===== config.mk =====
export PLATFORM = sky130hd
export DESIGN_NAME = audio_playback_ctrl
export DESIGN_NICKNAME = d
export VERILOG_FILES = /design/src/rtl/audio_pkg.sv /design/src/rtl/sample_tick_gen.sv /design/src/rtl/audio_playback_ctrl.sv
export SDC_FILE = /design/constraint.sdc
export NUM_CORES = 1
export LEC_CHECK = 0
export CAP_MARGIN = 30
export CELL_PAD_IN_SITES_DETAIL_PLACEMENT = 0
export CELL_PAD_IN_SITES_GLOBAL_PLACEMENT = 2
export CORE_ASPECT_RATIO = 1.4
export CORE_MARGIN = 1
export CORE_UTILIZATION = 41
export CTS_CLUSTER_SIZE = 30
export DETAILED_ROUTE_END_ITERATION = 8
export PLACE_DENSITY_LB_ADDON = 0.1
export SYNTH_ARGS = -nofsm -noshare
export SYNTH_HDL_FRONTEND = slang
export SYNTH_HIERARCHICAL = 1
export SYNTH_SLANG_ARGS = --single-unit
export TNS_END_PERCENT = 50

===== constraint.sdc =====
create_clock -name clk -period 3.15 [get_ports clk]
set_clock_uncertainty 0.15 [all_clocks]
set_input_delay 0.63 -clock clk [delete_from_list [all_inputs] [get_ports clk]]
set_output_delay 0.63 -clock clk [all_outputs]
set_load 0.02 [all_outputs]

===== src/rtl/audio_pkg.sv =====
// audio_pkg: shared types, cfg field codes and tick divider helper for the playback sequencer.
package audio_pkg;

    typedef enum logic [1:0] {IDLE, FETCH, PLAY, PAUSE} state_e;

    localparam logic CFG_START = 1'b0;
    localparam logic CFG_END   = 1'b1;

    function automatic int calc_div(input int clock_rate, input int sample_rate);
        return clock_rate / sample_rate;
    endfunction

endpackage


===== src/rtl/sample_tick_gen.sv =====
// sample_tick_gen: sample-rate divider; counts while run_i, pulses tick_o on the last count and wraps.
module sample_tick_gen #(
    parameter int DIV = 195
) (
    input  logic clk,
    input  logic rst_n,
    input  logic run_i,
    input  logic clear_i,
    output logic tick_o
);

    localparam int CW = $clog2(DIV);

    logic [CW-1:0] cnt_q, cnt_d;

    assign tick_o = run_i && (cnt_q == CW'(DIV - 1));

    always_comb cnt_d = clear_i ? '0 : !run_i ? cnt_q : tick_o ? '0 : cnt_q + 1'b1;

    always_ff @(posedge clk or negedge rst_n) begin
        if (!rst_n) cnt_q <= '0;
        else        cnt_q <= cnt_d;
    end

endmodule


===== src/rtl/audio_playback_ctrl.sv =====
// audio_playback_ctrl: clip-table playback sequencer; fetches samples over req/ack
// and hands one sample per sample-rate tick to the PWM stage.
module audio_playback_ctrl
    import audio_pkg::*;
#(
    parameter int CLOCK_RATE  = 3125000,
    parameter int SAMPLE_RATE = 16000,
    parameter int ADDR_W      = 16,
    parameter int DATA_W      = 16,
    parameter int NUM_CLIPS   = 4,
    parameter int CLIP_W      = $clog2(NUM_CLIPS)
) (
    input  logic              clk,
    input  logic              rst_n,
    input  logic              enable,
    input  logic              cmd_play,
    input  logic              cmd_stop,
    input  logic              cmd_pause,
    input  logic [CLIP_W-1:0] clip_sel,
    input  logic              loop_en,
    input  logic              cfg_we,
    input  logic [CLIP_W-1:0] cfg_clip,
    input  logic              cfg_field,
    input  logic [ADDR_W-1:0] cfg_data,
    output logic              mem_req,
    output logic [ADDR_W-1:0] mem_addr,
    input  logic              mem_ack,
    input  logic [DATA_W-1:0] mem_data,
    output logic              smp_valid,
    output logic [DATA_W-1:0] smp_data,
    output logic              busy,
    output logic              paused,
    output logic              done,
    output logic              underrun
);

    localparam int DIV = calc_div(CLOCK_RATE, SAMPLE_RATE);

    if (DIV < 2) begin : g_div_check
        $error("audio_playback_ctrl: CLOCK_RATE/SAMPLE_RATE must give a divider of at least 2");
    end

    state_e            state_q, state_d;
    logic [ADDR_W-1:0] start_tab_q [NUM_CLIPS];
    logic [ADDR_W-1:0] end_tab_q   [NUM_CLIPS];
    logic [ADDR_W-1:0] start_q, start_d, end_q, end_d, addr_q, addr_d;
    logic [DATA_W-1:0] buf_q, buf_d, smp_data_q, smp_data_d;
    logic              smp_valid_q, smp_valid_d, done_q, done_d;
    logic              underrun_q, underrun_d, pend_q, pend_d;
    logic              stop, play, tick, last, finish;

    assign stop   = cmd_stop || !enable;
    assign play   = !stop && cmd_play;
    assign last   = addr_q == end_q;
    assign finish = last && !loop_en;

    sample_tick_gen #(.DIV(DIV)) u_tick (
        .clk    (clk),
        .rst_n  (rst_n),
        .run_i  (state_q == FETCH || state_q == PLAY),
        .clear_i(play),
        .tick_o (tick)
    );

    always_ff @(posedge clk or negedge rst_n) begin
        if (!rst_n) begin
            start_tab_q <= '{default: '0};
            end_tab_q   <= '{default: '0};
        end else if (cfg_we) begin
            if (cfg_field == CFG_START) start_tab_q[cfg_clip] <= cfg_data;
            else                        end_tab_q[cfg_clip]   <= cfg_data;
        end
    end

    always_ff @(posedge clk or negedge rst_n) begin
        if (!rst_n) begin
            state_q     <= IDLE;
            start_q     <= '0;
            end_q       <= '0;
            addr_q      <= '0;
            buf_q       <= '0;
            smp_data_q  <= '0;
            smp_valid_q <= 1'b0;
            done_q      <= 1'b0;
            underrun_q  <= 1'b0;
            pend_q      <= 1'b0;
        end else begin
            state_q     <= state_d;
            start_q     <= start_d;
            end_q       <= end_d;
            addr_q      <= addr_d;
            buf_q       <= buf_d;
            smp_data_q  <= smp_data_d;
            smp_valid_q <= smp_valid_d;
            done_q      <= done_d;
            underrun_q  <= underrun_d;
            pend_q      <= pend_d;
        end
    end

    // A pause seen while fetching (or on the tick that starts a fetch) waits in pend_q for the ack.
    always_comb begin
        state_d = state_q;
        if (stop) state_d = IDLE;
        else if (play) state_d = FETCH;
        else begin
            case (state_q)
                FETCH:   if (mem_ack) state_d = (pend_q ^ cmd_pause) ? PAUSE : PLAY;
                PLAY:    if (tick) state_d = finish ? IDLE : FETCH;
                         else if (cmd_pause) state_d = PAUSE;
                PAUSE:   if (cmd_pause) state_d = PLAY;
                default: state_d = state_q;
            endcase
        end
    end

    always_comb begin
        start_d     = start_q;
        end_d       = end_q;
        addr_d      = addr_q;
        buf_d       = buf_q;
        smp_data_d  = smp_data_q;
        smp_valid_d = 1'b0;
        done_d      = 1'b0;
        underrun_d  = underrun_q;
        pend_d      = pend_q;
        if (play) begin
            start_d    = start_tab_q[clip_sel];
            end_d      = end_tab_q[clip_sel];
            addr_d     = start_tab_q[clip_sel];
            underrun_d = 1'b0;
            pend_d     = 1'b0;
        end else if (!stop && state_q == FETCH) begin
            underrun_d = underrun_q || tick;
            buf_d      = mem_ack ? mem_data : buf_q;
            pend_d     = mem_ack ? 1'b0 : pend_q ^ cmd_pause;
        end else if (!stop && state_q == PLAY && tick) begin
            smp_valid_d = 1'b1;
            smp_data_d  = buf_q;
            done_d      = finish;
            addr_d      = last ? start_q : addr_q + 1'b1;
            pend_d      = cmd_pause && !finish;
        end
    end

    always_comb begin
        mem_req   = state_q == FETCH;
        busy      = state_q != IDLE;
        paused    = state_q == PAUSE;
        mem_addr  = addr_q;
        smp_valid = smp_valid_q;
        smp_data  = smp_data_q;
        done      = done_q;
        underrun  = underrun_q;
    end

endmodule

==> flow_summary.json, run 1 <==
{
  "chipHeight_um": 189,
  "hold_buffers": 0,
  "overflow": 0,
  "place_ws_ns": 0.383,
  "ir_worst_vdd_mv": 0.437,
  "yosysWarnings": 6,
  "portBuffers": 83,
  "synth_top_cell_by_area": "dfrtp_1",
  "nets": 938,
  "slew_headroom": 0.479,
  "p_leak_nw": 5.51,
  "cp.arrival_ns": 3.05,
  "setup_slack_ns": 0.357,
  "die-area_um2": 25600,
  "drc": 0,
  "wirelength_mm": 24.0,
  "place_hpwl_mm": 16.0,
  "netlist_area_um2": 10200,
  "finalHoldViolCount": 7,
  "grt_max_degree": 95,
  "cts.sinks": 222,
  "synth_seq_cells": 222,
  "report.final.slew_viol_count": 0,
  "synthTopCellsByArea": "dfrtp_1, mux2_2, mux4_2, nand2_1, xor2_1",
  "clk_latency_ns": 0.51,
  "timing.rr.end": "mem_addr[6]",
  "initial_core_util": 0.416,
  "synthSimpleGateAreaFrac": 0.110,
  "reg2reg_depth": 10,
  "async_flop_share": 1.00,
  "powerDensity_nw_per_um2": 664,
  "grt_antenna_before_repair": 0,
  "synth_compound_area_frac": 0.0482,
  "drtPass1Iterations": 4,
  "crit_fanout": 7,
  "dieWidth_um": 136,
  "cts.reportedPaths.clkPinSlew_ns": 0.06,
  "core_area_um2": 24600,
  "cpPeakStageDelay_ns": 0.44,
  "wl_per_cell_um": 19.7,
  "drv_cap": 0,
  "cts_tree": "done",
  "num_rows": 68,
  "first_global_vias": 7197,
  "ys.flop_type": "dfrtp_1",
  "status": "complete, but fails checks",
  "synth_edf_count": 0,
  "tightest_slew_ns": 0.782,
  "ys_types": 66,
  "diodes": 0,
  "syn_avg_cell_area_um2": 12.9,
  "area_growth_pct": 20.3,
  "drive_above_1_share": 0.286,
  "synthXorXnorAreaFrac": 0.0231,
  "crit_path_start_kind": "flop",
  "postCtsSetupBuffers": 0,
  "vias_per_cell": 5.36,
  "cts_buffer_depth": 3,
  "hp-class": "input port to async pin",
  "grtUsageTotal": 0.196,
  "end_kind": "flop",
  "yosysMostFrequentCell": "dfrtp_1",
  "synth_fp_nets": 846,
  "cts-htree-levels": 1,
  "cts_inserted_buffers": 24,
  "setup_viol": 0,
  "path_class": "flop to flop",
  "ios": 84,
  "violations": "hold timing",
  "synth_top_area_share": 0.543,
  "rsz0062_at_grt": "no",
  "synth.mux.area_fraction": 0.242,
  "cpMaxStageDelayCell": "dfrtp_1",
  "grt_pass1_wl_mm": 39.0,
  "regToRegSetupSlack_ns": 0.36,
  "yosysSeqAreaShare": 0.543,
  "cp.required_ns": 3.41,
  "drtIter0Drc": 189,
  "postCtsResizedCells": 0,
  "netlist_instances": 793,
  "synth_top_family_by_area": "multiplexers",
  "cp_cell_sequence": "inv_1, ha_1, nand4bb_4, nor4_4, and2_1, and3b_1, o21ai_1, or3_1, and3_1, o31ai_1",
  "tns_ns": 0,
  "vias": 6526,
  "antenna_left": 0,
  "fin_crit_ns": 2.79,
  "synth_common_cells": "dfrtp_1, nand2_1, mux2_2",
  "synth_adder_area_share": 0.00856,
  "period_share": 0.887,
  "place_congestion": 0.776,
  "fmax_ghz": 0.358,
  "cts-root-buf": "clkbuf_16",
  "r2r_start": "u_tick/cnt_q[0]",
  "n_fill_cell": 2135,
  "fin_hold_ws_ns": -0.00597
}
## metrics by stage
stage                     utilization  cell area, um^2  power, mW  instances  hold WS [ns]
after global routing            0.501            12300       8.60       1218        0.0706
after global placement          0.467            11500       5.27       1174         0.291
final                           0.501            12300       8.17       1218      -0.00597
after CTS                       0.501            12300       8.29       1218        0.0399
after detailed placement        0.467            11500       5.38       1174         0.303
after floorplan                     -            10200       4.78        793         0.184
## cell families after synthesis
group,Yosys count
AOI/OAI and AO/OA,66
xor gates and xnor gates,27
buffers and inverters,55
adders and majority gates,7
DFF,222
muxes,189
and+or+nand+nor,227
## layer usage
| metal | global-route usage | vias up | wire length, um | share of wire |
|---|---|---|---|---|
| met5 | 0 | - | 0 | 0 |
| met4 | 0.0458 | 0 | 372 | 0.016 |
| met3 | 0.0241 | 29 | 816 | 0.034 |
| met2 | 0.359 | 127 | 12600 | 0.53 |
| met1 | 0.242 | 3370 | 10100 | 0.42 |
| li1 | - | 3000 | - | - |
## where the power goes
part | switching [mW] | internal (mW) | total, mW
sequential | 0.397 | 3.42 | 3.82
clock | 1.11 | 1.76 | 2.87
combinational | 0.654 | 0.827 | 1.48
## sequential cells by signal (all words and copies together), names as in the netlist, 2 cells and up
name          count
start_tab_q      64
start_q          16
end_tab_q        64
state_q           2
smp_data         16
u_tick/cnt_q      8
mem_addr         16
buf_q            16
end_q            16
## area by class of cell
class	count	area, um^2	area share
Timing Repair Buffer	107	1070	0.0872
Clock inverter	6	82.6	0.00671
Tap cell	315	394	0.0320
Inverter	14	52.6	0.00427
Multi-Input combinational cell	516	4420	0.359
Sequential cell	222	5560	0.451
Clock buffer	38	734	0.0597
## cells in the final DEF, fill, tap and decap left out, types with 9 or more instances in the layout
master	n
inv_1	12
xor2_1	22
nand3_1	10
and2_1	11
a21oi_1	9
clkbuf_16	25
buf_4	19
mux2i_1	13
mux4_2	32
mux2_2	142
o21ai_0	9
clkdlybuf4s50_1	81
nand2_1	144
nor2_1	11
dfrtp_1	222
## worst max-delay path by stage
| stage | startpoint | end | slack, ns | cells past startpoint |
|---|---|---|---|---|
| floorplan | cmd_stop | u_tick/cnt_q[6] | 0.53 | 9 |
| global placement | u_tick/cnt_q[0] | mem_addr[6] | 0.43 | 10 |
| detailed placement | u_tick/cnt_q[0] | mem_addr[15] | 0.38 | 10 |
| CTS | state_q[1] | mem_req | 0.33 | 3 |
| global route | u_tick/cnt_q[0] | mem_addr[15] | 0.16 | 10 |
| finish | u_tick/cnt_q[0] | mem_addr[6] | 0.36 | 10 |
## worst max-delay path: cells and delay by family, from the launching register on
kind / cells / cell delay, ns
AOI/OAI and AO/OA: 2 / 0.33
adders and majority gates: 1 / 0.19
buffers and inverters: 1 / 0.09
DFF: 1 / 0.44
and+or+nand+nor: 6 / 1.51
No activity file was read; power rests on OpenSTA's default activity.
==> run 2, diff against run 1 <==
--- a/config.mk
+++ b/config.mk
@@ -6,14 +6,12 @@
 export NUM_CORES = 1
 export LEC_CHECK = 0
 export CAP_MARGIN = 30
-export CELL_PAD_IN_SITES_DETAIL_PLACEMENT = 0
-export CELL_PAD_IN_SITES_GLOBAL_PLACEMENT = 2
 export CORE_ASPECT_RATIO = 1.4
 export CORE_MARGIN = 1
-export CORE_UTILIZATION = 41
+export CORE_UTILIZATION = 56
 export CTS_CLUSTER_SIZE = 30
 export DETAILED_ROUTE_END_ITERATION = 8
-export PLACE_DENSITY_LB_ADDON = 0.1
+export PLACE_DENSITY = 0.77
 export SYNTH_ARGS = -nofsm -noshare
 export SYNTH_HDL_FRONTEND = slang
 export SYNTH_HIERARCHICAL = 1
==> run 2 against run 1 <==
First-iteration DRC count grew 120%. Die area shrank 26%. Critical endpoint is now mem_addr[7]. Worst setup slack gained 0.027 ns. Power shrank 3.3%. The flow now finishes without violations. Largest cell class unchanged. Sequential share of layout area grew 0.77 points.
==> flow_summary.json, run 2 (synthesis gave the netlist of run 1 again) <==
{
  "status": "finished clean",
  "tightest_slew_ns": 0.651,
  "postCtsSetupBuffers": 0,
  "powerDensity_nw_per_um2": 653,
  "grt_max_degree": 81,
  "cts.sinks": 222,
  "wl_per_cell_um": 19.6,
  "cts_inserted_buffers": 22,
  "timing.rr.end": "mem_addr[7]",
  "crit_fanout": 10,
  "hp-class": "flop to flop",
  "drtIter0Drc": 411,
  "antenna_left": 0,
  "final-instance-count-excl-fill": 1138,
  "vias": 6632,
  "die-area_um2": 18800,
  "fin_util": 0.675,
  "hold_buffers": 1,
  "nets": 938,
  "end_kind": "flop",
  "reg_top3": "end_tab_q: 64 flops, start_tab_q: 64 flops",
  "slew_headroom": 0.563,
  "portBuffers": 83,
  "grtUsageTotal": 0.251,
  "dp.cells": 1100,
  "layout_common_cells": "dfrtp_1, nand2_1, mux2_2",
  "min_from": "buf_q[15]",
  "wirelength_mm": 22.3,
  "ios": 84,
  "vias_per_cell": 5.83,
  "n_fill_cell": 1253,
  "chipHeight_um": 162,
  "path_class": "flop to flop",
  "cp.arrival_ns": 3.07,
  "drv_cap": 0,
  "crit_path_start_kind": "flop",
  "fmax_ghz": 0.361,
  "place_congestion": 0.870,
  "grt_antenna_before_repair": 0,
  "overflow": 0,
  "fin_hold_ws_ns": 0.316,
  "cts_tree": "done",
  "postCtsResizedCells": 0,
  "regToRegSetupSlack_ns": 0.38,
  "initial_core_util": 0.571,
  "cts-root-buf": "clkbuf_16",
  "r2r_start": "u_tick/cnt_q[0]",
  "clk_latency_ns": 0.51,
  "diodes": 0,
  "grt_pass1_wl_mm": 36.8,
  "first_global_vias": 7192,
  "place_hpwl_mm": 15.1,
  "final_common_cell": "dfrtp_1",
  "ir_worst_vdd_mv": 0.476,
  "drive_above_1_share": 0.286,
  "report.final.slew_viol_count": 0,
  "cts_buffer_depth": 3,
  "area_growth_pct": 18.2,
  "period_share": 0.878,
  "p_leak_nw": 5.47,
  "holdPathEnd": "smp_data[15]",
  "cp.required_ns": 3.45,
  "worstHoldPathCells": 2,
  "num_rows": 58,
  "drc": 0,
  "setup_viol": 0,
  "cts-htree-levels": 1,
  "finalHoldViolCount": 0,
  "reg2reg_depth": 10,
  "core_area_um2": 17900,
  "tns_ns": 0,
  "cts.reportedPaths.clkPinSlew_ns": 0.06,
  "rsz0062_at_grt": "no",
  "dieWidth_um": 116,
  "fin_crit_ns": 2.77,
  "drtPass1Iterations": 5
}
-- run 2: cell types whose count changed in the layout (fill, tap and decap cells not counted), sizes merged --
| cell | previous run | this run |
|---|---|---|
| dlygate4sd3 | 0 | 1 |
| clkinvlp | 1 | 0 |
| clkinv | 3 | 6 |
| clkbuf | 38 | 31 |
| bufinv | 2 | 1 |
-- run 2: per-layer routing --
layer | wire length, um | GRT usage | vias up | share of wire
met5 | 0 | 0 | - | 0
met4 | 616 | 0.0938 | 0 | 0.028
met3 | 903 | 0.0347 | 44 | 0.040
met2 | 11800 | 0.442 | 176 | 0.53
met1 | 8950 | 0.310 | 3407 | 0.40
li1 | - | - | 3005 | -
-- run 2: worst max-delay path by stage --
stage | slack, ns | from | to
2_1_floorplan | 0.53 | cmd_stop | u_tick/cnt_q[6]
3_5_place_dp | 0.39 | cmd_stop | u_tick/cnt_q[4]
5_1_grt | 0.20 | u_tick/cnt_q[0] | mem_addr[6]
3_3_place_gp | 0.49 | u_tick/cnt_q[0] | mem_addr[6]
4_1_cts | 0.40 | u_tick/cnt_q[0] | mem_addr[7]
6_report | 0.38 | u_tick/cnt_q[0] | mem_addr[7]
-- run 2: area by class of cell --
cell class,count,area [um^2],area share
Clock inverter,7,71.3,0.00589
Timing Repair Buffer,109,1060,0.0880
Tap cell,240,300,0.0248
Sequential cell,222,5560,0.459
Inverter,14,52.6,0.00434
Multi-Input combinational cell,516,4420,0.365
Clock buffer,30,641,0.0529
-- run 2: power breakdown --
| group | leakage [nW] | internal [mW] | switching, mW | total [mW] |
|---|---|---|---|---|
| Clock | 0.357 | 1.50 | 1.08 | 2.58 |
| Sequential | 2.75 | 3.42 | 0.405 | 3.83 |
| Combinational | 2.37 | 0.835 | 0.657 | 1.49 |
| Total | 5.47 | 5.76 | 2.14 | 7.90 |
-- run 2: critical path, stage by stage (launching register included) --
cell and delay (ns):
dfrtp_1 0.44, inv_1 0.09, ha_1 0.19, nand4bb_4 0.16, nor4_4 0.17, and2_1 0.25, and3b_1 0.22, o21ai_1 0.22
or4_1 0.55, a21boi_1 0.16, a211o_1 0.12
-- run 2: metrics by stage --
step / setup slack [ns] / power [mW] / area [um^2]
after CTS: 0.398 / 7.95 / 12100
after floorplan: 0.534 / 4.78 / 10200
after global placement: 0.493 / 5.23 / 11400
final: 0.383 / 7.90 / 12100
after global routing: 0.202 / 8.27 / 12100
after detailed placement: 0.388 / 5.36 / 11400
==> run 3, diff against run 2 <==
--- a/config.mk
+++ b/config.mk
@@ -11,6 +11,7 @@
 export CORE_UTILIZATION = 56
 export CTS_CLUSTER_SIZE = 30
 export DETAILED_ROUTE_END_ITERATION = 8
+export GPL_TIMING_DRIVEN = 0
 export PLACE_DENSITY = 0.77
 export SYNTH_ARGS = -nofsm -noshare
 export SYNTH_HDL_FRONTEND = slang
==> run 3 against run 2 <==
Core utilization up 0.13 points. Worst setup slack worse by 0.19 ns. Global-route usage down 0.38 points. Count of clock-buffer cells in the layout up 2. Sequential cell count unchanged. Die area unchanged. Sequential power about the same. Combinational power about the same. Power up 0.99%. Cell area up 0.19%. Worst hold slack worse by 0.0067 ns. Fmax down 6.3%. Critical path type is now input port to flop. Critical endpoint is now u_tick/cnt_q[6].
==> flow_summary.json, run 3 (synthesis gave the netlist of run 1 again) <==
{
  "drtIter0Drc": 373,
  "cts-htree-levels": 1,
  "reg2reg_depth": 11,
  "final_common_cell": "dfrtp_1",
  "cp_cell_sequence": "clkdlybuf4s50_1, and2b_1, nand2_1, inv_2, clkbuf_1, clkbuf_2, buf_2, nor2_1, a41oi_1, o41ai_2",
  "report.final.slew_viol_count": 0,
  "place_hpwl_mm": 15.5,
  "diodes": 0,
  "grt_antenna_before_repair": 0,
  "grt_pass1_wl_mm": 35.7,
  "area_growth_pct": 18.5,
  "setup_slack_ns": 0.197,
  "slew_headroom": 0.465,
  "num_rows": 58,
  "portBuffers": 77,
  "overflow": 0,
  "dp.cells": 1112,
  "p_leak_nw": 5.47,
  "drc": 0,
  "grt_max_degree": 94,
  "layout_common_cells": "dfrtp_1, nand2_1, mux2_2",
  "drv_cap": 0,
  "place_ws_ns": -0.501,
  "nets": 950,
  "chipHeight_um": 162,
  "finalHoldViolCount": 0,
  "period_share": 0.938,
  "cts-root-buf": "clkbuf_16",
  "setup_viol": 0,
  "worstHoldPathCells": 2,
  "status": "finished clean",
  "hp-class": "flop to flop",
  "wirelength_mm": 22.1,
  "cts.sinks": 222,
  "grt_use_met1": 0.306,
  "rsz0062_at_grt": "yes",
  "powerDensity_nw_per_um2": 658,
  "tightest_slew_ns": 0.798,
  "wl_per_cell_um": 19.2,
  "r2r_start": "u_tick/cnt_q[0]",
  "cts.reportedPaths.clkPinSlew_ns": 0.06,
  "dieWidth_um": 116,
  "grt_use_met2": 0.439,
  "vias": 6600,
  "ir_worst_vdd_mv": 0.448,
  "antenna_left": 0,
  "cts_buffer_depth": 3,
  "crit_fanout": 14,
  "cp.required_ns": 3.37,
  "n_fill_cell": 1328,
  "vias_per_cell": 5.74,
  "grtUsageTotal": 0.247,
  "cp.arrival_ns": 3.18,
  "first_global_vias": 6878,
  "met3_usage": 0.0354,
  "end_kind": "flop",
  "path_class": "input port to flop",
  "fmax_ghz": 0.339,
  "min_from": "buf_q[1]",
  "crit_path_start_kind": "input port",
  "cts_tree": "done",
  "reg_top3": "end_tab_q: 64 flops, start_tab_q: 64 flops",
  "cts_inserted_buffers": 22,
  "core_area_um2": 17900,
  "drive_above_1_share": 0.281,
  "place_congestion": 0.903,
  "grt_busiest_layer": "met2",
  "ios": 84,
  "cpPeakStageDelay_ns": 0.48,
  "postCtsSetupBuffers": 0,
  "fin_crit_ns": 2.95,
  "cpMaxStageDelayCell": "clkdlybuf4s50_1",
  "die-area_um2": 18800,
  "initial_core_util": 0.571,
  "final-instance-count-excl-fill": 1150,
  "critPathLaunch": "enable",
  "drtPass1Iterations": 6,
  "clk_latency_ns": 0.51
}
[run 3: worst paths after layout]
kind / endpoint / slack (ns)
worst min register to register: smp_data[1] / 0.31
worst max-delay path: u_tick/cnt_q[6] / 0.20
max in group asynchronous: start_tab_q[24] / 1.21
worst max register to register: smp_data[3] / 0.21
worst min-delay path: smp_data[1] / 0.31
min in group asynchronous: u_tick/cnt_q[3] / 0.48
[run 3: per-layer routing]
layer  up-vias  share of wire
li1       3039              -
met1      3355           0.41
met2       159           0.52
met3        47          0.038
met4         0          0.029
met5         -              0
[run 3: critical path, delay by kind of cell]
family,cells,cell delay [ns]
AOI/OAI and AO/OA,2,0.36
buffers and inverters,5,1.70
and+or+nand+nor,3,0.48
[run 3: final cells by class]
class,instances,area (um^2),share of cell area
inverter,14,52.6,0.00433
timing repair buffer,80,841,0.0694
multi-input combinational,516,4420,0.364
buffer,41,211,0.0174
clock inverter,5,77.6,0.00640
tap,240,300,0.0248
clock buffer,32,669,0.0552
sequential,222,5560,0.458
[run 3: stage by stage]
step	power (mW)	hold WS [ns]	setup TNS [ns]	area, um^2	util
after floorplan	4.78	0.184	0	10200	-
after global routing	8.36	0.326	-0.0162	12100	0.676
final	7.98	0.309	0	12100	0.676
after global placement	5.25	0.293	-1772.86	11300	0.631
after CTS	8.04	0.315	0	12100	0.676
after detailed placement	5.33	0.302	-2.99	11400	0.634
[run 3: repair_timing]
| item | CTS | global route |
|---|---|---|
| gates resized for setup | 0 | 1 |
| hold buffers | 1 | 0 |
| endpoints found under the setup margin | 0 | 8 |
| hold endpoints to repair | 42 | 0 |
[run 3: power by group]
| group | switching (mW) | internal (mW) | leakage [nW] |
|---|---|---|---|
| Clock | 1.06 | 1.63 | 0.366 |
| Combinational | 0.653 | 0.826 | 2.36 |
| Sequential | 0.382 | 3.42 | 2.75 |
==> RTL edit 1: new RTL, flow settings as in run 3 <==
The 4 states of `state_e` get a one-hot encoding in 4 bits.
--- a/src/rtl/audio_pkg.sv
+++ b/src/rtl/audio_pkg.sv
@@ -1,7 +1,7 @@
 // audio_pkg: shared types, cfg field codes and tick divider helper for the playback sequencer.
 package audio_pkg;
 
-    typedef enum logic [1:0] {IDLE, FETCH, PLAY, PAUSE} state_e;
+    typedef enum logic [3:0] {IDLE = 4'b0001, FETCH = 4'b0010, PLAY = 4'b0100, PAUSE = 4'b1000} state_e;
 
     localparam logic CFG_START = 1'b0;
     localparam logic CFG_END   = 1'b1;
Formal check against the unedited RTL: no difference found for any inputs over 4 cycles, from zero or initial values and one cycle with rst_n low; so few cycles prove little.
==> RTL edit 1 against run 3 <==
- area after synthesis is 2.3% higher
- wire length is 1.6% lower
- count of clock-buffer cells in the layout is 2 lower
- worst setup slack worse by 0.084 ns
- cell area is 1.3% higher
- power is 0.52% lower
- register-to-register slack better by 0.21 ns
- sequential cell count is 2 higher
==> RTL edit 1: results (changes against run 3) <==
| Metric | Value |
|---|---|
| Status | `finished, final reports clean` |
| Post-Synth XOR/XNOR Area | `2.511% (+0.20 points)` |
| Met2 WL | `11.26 mm (-2.8%)` |
| Placed insts | `1136 (+2.2%)` |
| Met3 global-route usage | `3.125% (-0.42 points)` |
| R2r endpoint | `mem_addr[12]$_DFFE_PN0P_` |
| Largest net degree at the start of global routing | `116 (+23%)` |
| Layout cells sized above 1 | `29.51% (+1.4 points)` |
| Seq/Total Area, Yosys | `53.57% (-0.71 points)` |
| # port buffers | `78 (+1.3%)` |
| Crit-path max cell delay | `0.66 ns (+0.18 ns)` |
| Critical path endpoint | `mem_req` |
| Synth top area cells | `dfrtp_1 53%, mux2_2 15%, mux4_2 6.9%, nand2_1 5.3%, xor2_1 1.9%` |
| HPWL Detailed | `15.48 mm (about the same)` |
| DR pass1 iterations | `4 (-2)` |
| Critical-path maximum fanout | `9 (-5)` |
| Leakage | `5.534 nW (+1.1%)` |
| Number of nets in the layout | `967 (+1.8%)` |
| Post-synthesis mux area share | `23.90% (-0.26 points)` |
| HP Class | `input port to async pin` |
| Gr usage total | `23.40% (-1.3 points)` |
| First DRT Iteration DRCs | `375 (+0.54%)` |
| GP Congestion | `0.8665 (-4.1%)` |
| M1 GR Usage | `29.47% (-1.1 points)` |
| DRT met1 WL | `9.116 mm (+1.2%)` |
| # fillers | `1331 (+0.23%)` |
| Pwr Density | `646.2 nW/µm² (-1.8%)` |
| DR WL met3 | `752 µm (-11%)` |
| Post-Synthesis Cells | `817 (+3.0%)` |
| Vias in the first global route | `6884 (+0.087%)` |
| Yosys cell types | `65 (-1.5%)` |
| Adder-cell share of the synthesized area | `0.3587% (-0.50 points)` |
| Compound-Gate Fraction of Synth Area | `5.045% (+0.23 points)` |
==> RTL edit 1: worst min path at each step <==
stage                                end  cells past startpoint  slack, ns                  start
2_1_floorplan       buf_q[0]$_DFFE_PN0P_                      0       0.18                  rst_n
3_3_place_gp     smp_data[2]$_DFFE_PN0P_                      2       0.29   buf_q[2]$_DFFE_PN0P_
3_5_place_dp    smp_data[14]$_DFFE_PN0P_                      2       0.31  buf_q[14]$_DFFE_PN0P_
4_1_cts        end_tab_q[26]$_DFFE_PN0P_                      1       0.08                  rst_n
5_1_grt        end_tab_q[24]$_DFFE_PN0P_                      1       0.13                  rst_n
6_report       end_tab_q[26]$_DFFE_PN0P_                      1       0.05                  rst_n
==> RTL edit 1: area by class of cell <==
type	instances	area share, %
buffer	44	2.099
clock buffer	30	4.963
clock inverter	7	0.7439
inverter	10	0.3057
multi-input combinational	538	37.15
sequential	224	45.66
tap	240	2.446
timing repair buffer	79	6.624
==> RTL edit 1: repair_timing <==
item | CTS | global route
cloned | 0 | 0
setup endpoints to repair | 4 | 1
gates resized for setup | 0 | 1
hold buffers | 0 | 0
pin swaps | 0 | 0
==> RTL edit 1: kinds of logic after synthesis <==
kind of cell    count (synthesis)
xor+xnor                       30
compound gates                 72
mux                           188
buf+inv                        55
fa+ha+maj                       3
simple gates                  245
flops                         224
==> RTL edit 1: worst reg2reg max path: stages (launching register included) <==
cell and delay [ns]:
dfrtp_1 0.35, buf_2 0.18, xnor2_1 0.14, nor3_1 0.33, buf_4 0.25, and2_1 0.20
nand2_1 0.11, nor2_4 0.18, o21ai_2 0.17, buf_2 0.27, a21oi_1 0.19, o211ai_1 0.10
==> RTL edit 1: power by group <==
part	internal [mW]	total, mW	switching [mW]
clock network	1.51	2.56	1.05
logic	0.870	1.58	0.709
registers	3.43	3.79	0.360
==> RTL edit 2: new RTL, flow settings as in run 3 <==
Without the edit above. Change the parameter `CLOCK_RATE` from 3125000 to 781250.
--- a/src/rtl/audio_playback_ctrl.sv
+++ b/src/rtl/audio_playback_ctrl.sv
@@ -3,7 +3,7 @@
 module audio_playback_ctrl
     import audio_pkg::*;
 #(
-    parameter int CLOCK_RATE  = 3125000,
+    parameter int CLOCK_RATE  = 781250,
     parameter int SAMPLE_RATE = 16000,
     parameter int ADDR_W      = 16,
     parameter int DATA_W      = 16,
Function: no difference found for any inputs over 4 cycles, from zero or initial values and one cycle with rst_n low; that may be too few to reach the edited logic, so the function may still have changed.
==> RTL edit 2 against run 3 <==
- power is 0.75% higher
- maximum frequency is 1.6% lower
- combinational power is 4% lower
- sequential cell count is 2 lower
- area after synthesis is 2.3% lower
- cell area is 1.6% lower
- worst setup slack worse by 0.048 ns
- wire length is 1.7% higher
- critical path type unchanged
- largest power group unchanged
- highest routed layer unchanged
==> RTL edit 2: results (changes against run 3) <==
| Metric | Value |
|---|---|
| Number of nets in the layout | `929 (-2.2%)` |
| GP Congestion | `0.9408 (+4.1%)` |
| HPWL Detailed | `15.75 mm (+1.6%)` |
| Synth top area cells | `dfrtp_1 55%, mux2_2 16%, mux4_2 7.2%, nand2_1 5.4%, xor2_1 1.9%` |
| Sequential power share | `46.8% (-0.9 points)` |
| R2r endpoint | `smp_data[15]$_DFFE_PN0P_` |
| Placed insts | `1089 (-2.1%)` |
| Worst R2R Setup Slack | `0.23 ns (+0.02 ns)` |
| Hold slack | `0.01150 ns (-0.2979 ns)` |
| Final min period | `3.001 ns (+0.04757 ns)` |
| Crit path arrival time | `3.21 ns (+0.03 ns)` |
| Worst slew margin | `47.10% (+0.57 points)` |
| Critical-path maximum fanout | `10 (-4)` |
| HP Class | `input port to async pin` |
| Post-Synth XOR/XNOR Area | `2.277% (-0.034 points)` |
| Syn_nets | `827 (-2.2%)` |
| FF-to-FF Start | `state_q[0]$_DFFE_PN0P_` |
| Combinational logic power | `1.42 mW (-4%)` |
| Leakage | `5.396 nW (-1.4%)` |
| Vias in the first global route | `7171 (+4.3%)` |
| Layout cells sized above 1 | `28.36% (+0.23 points)` |
| First-pass GRT wire length | `36.84 mm (+3.2%)` |
| Yosys cell types | `59 (-11%)` |
| Crit-path max cell delay | `0.43 ns (-0.05 ns)` |
| Worst reg-to-reg path cell count | `10 (-1)` |
| DR pass1 iterations | `4 (-2)` |
| Largest net degree at the start of global routing | `120 (+28%)` |
| DP Area | `11100 µm² (-2.3%)` |
| Combinational share of power | `17.7% (-0.8 points)` |
| Status | `finished, final reports clean` |
| Wirelength, routed | `22.43 mm (+1.7%)` |
| Vias | `6478 (-1.8%)` |
[RTL edit 2: cell types whose count changed in the layout (fill, tap and decap cells not counted), moves of 3 or more]
cell,before,now
and2_1,11,8
nand3_1,10,13
o21ai_0,9,6
o41ai_2,3,0
[RTL edit 2: metal layers]
metal | part of all wire [%] | global-route usage [%] | up-vias
met4 | 3.3 | 9.799 | 0
met5 | 0 | 0 | -
met2 | 54 | 46.47 | 178
met1 | 39 | 31.14 | 3296
met3 | 3.9 | 3.454 | 53
li1 | - | - | 2951
[RTL edit 2: area by class of cell]
| class | count | area [µm²] |
|---|---|---|
| clock buffer | 32 | 669.4 |
| tap | 236 | 295.3 |
| multi-input combinational | 502 | 4255 |
| fill | 1255 | 5478 |
| sequential | 220 | 5505 |
| clock inverter | 7 | 142.6 |
| inverter | 13 | 48.80 |
| buffer | 40 | 203.9 |
| timing repair buffer | 78 | 803.3 |
[RTL edit 2: timing repair]
action	4_1_cts	5_1_grt
resized for setup	2	1
gates cloned	0	0
pin swaps	0	0
endpoints found under the setup margin	5	12
[RTL edit 2: worst max-delay path, delay by kind of cell]
family / cells / cell delay, ns
buffers and inverters: 5 / 1.59
AO/OA/AOI/OAI: 3 / 0.50
AND/OR/NAND/NOR: 2 / 0.49
[RTL edit 2: worst max-delay path by stage]
stage / endpoint / startpoint
after floorplan: mem_addr[6]$_DFFE_PN0P_ / state_q[0]$_DFFE_PN0P_
after global placement: start_tab_q[20]$_DFFE_PN0P_ / rst_n
after detailed placement: u_tick/cnt_q[5]$_DFFE_PN0P_ / cmd_stop
after CTS: u_tick/cnt_q[5]$_DFFE_PN0P_ / cmd_stop
after global routing: u_tick/cnt_q[5]$_DFFE_PN0P_ / cmd_stop
final: u_tick/cnt_q[5]$_DFFE_PN0P_ / cmd_stop
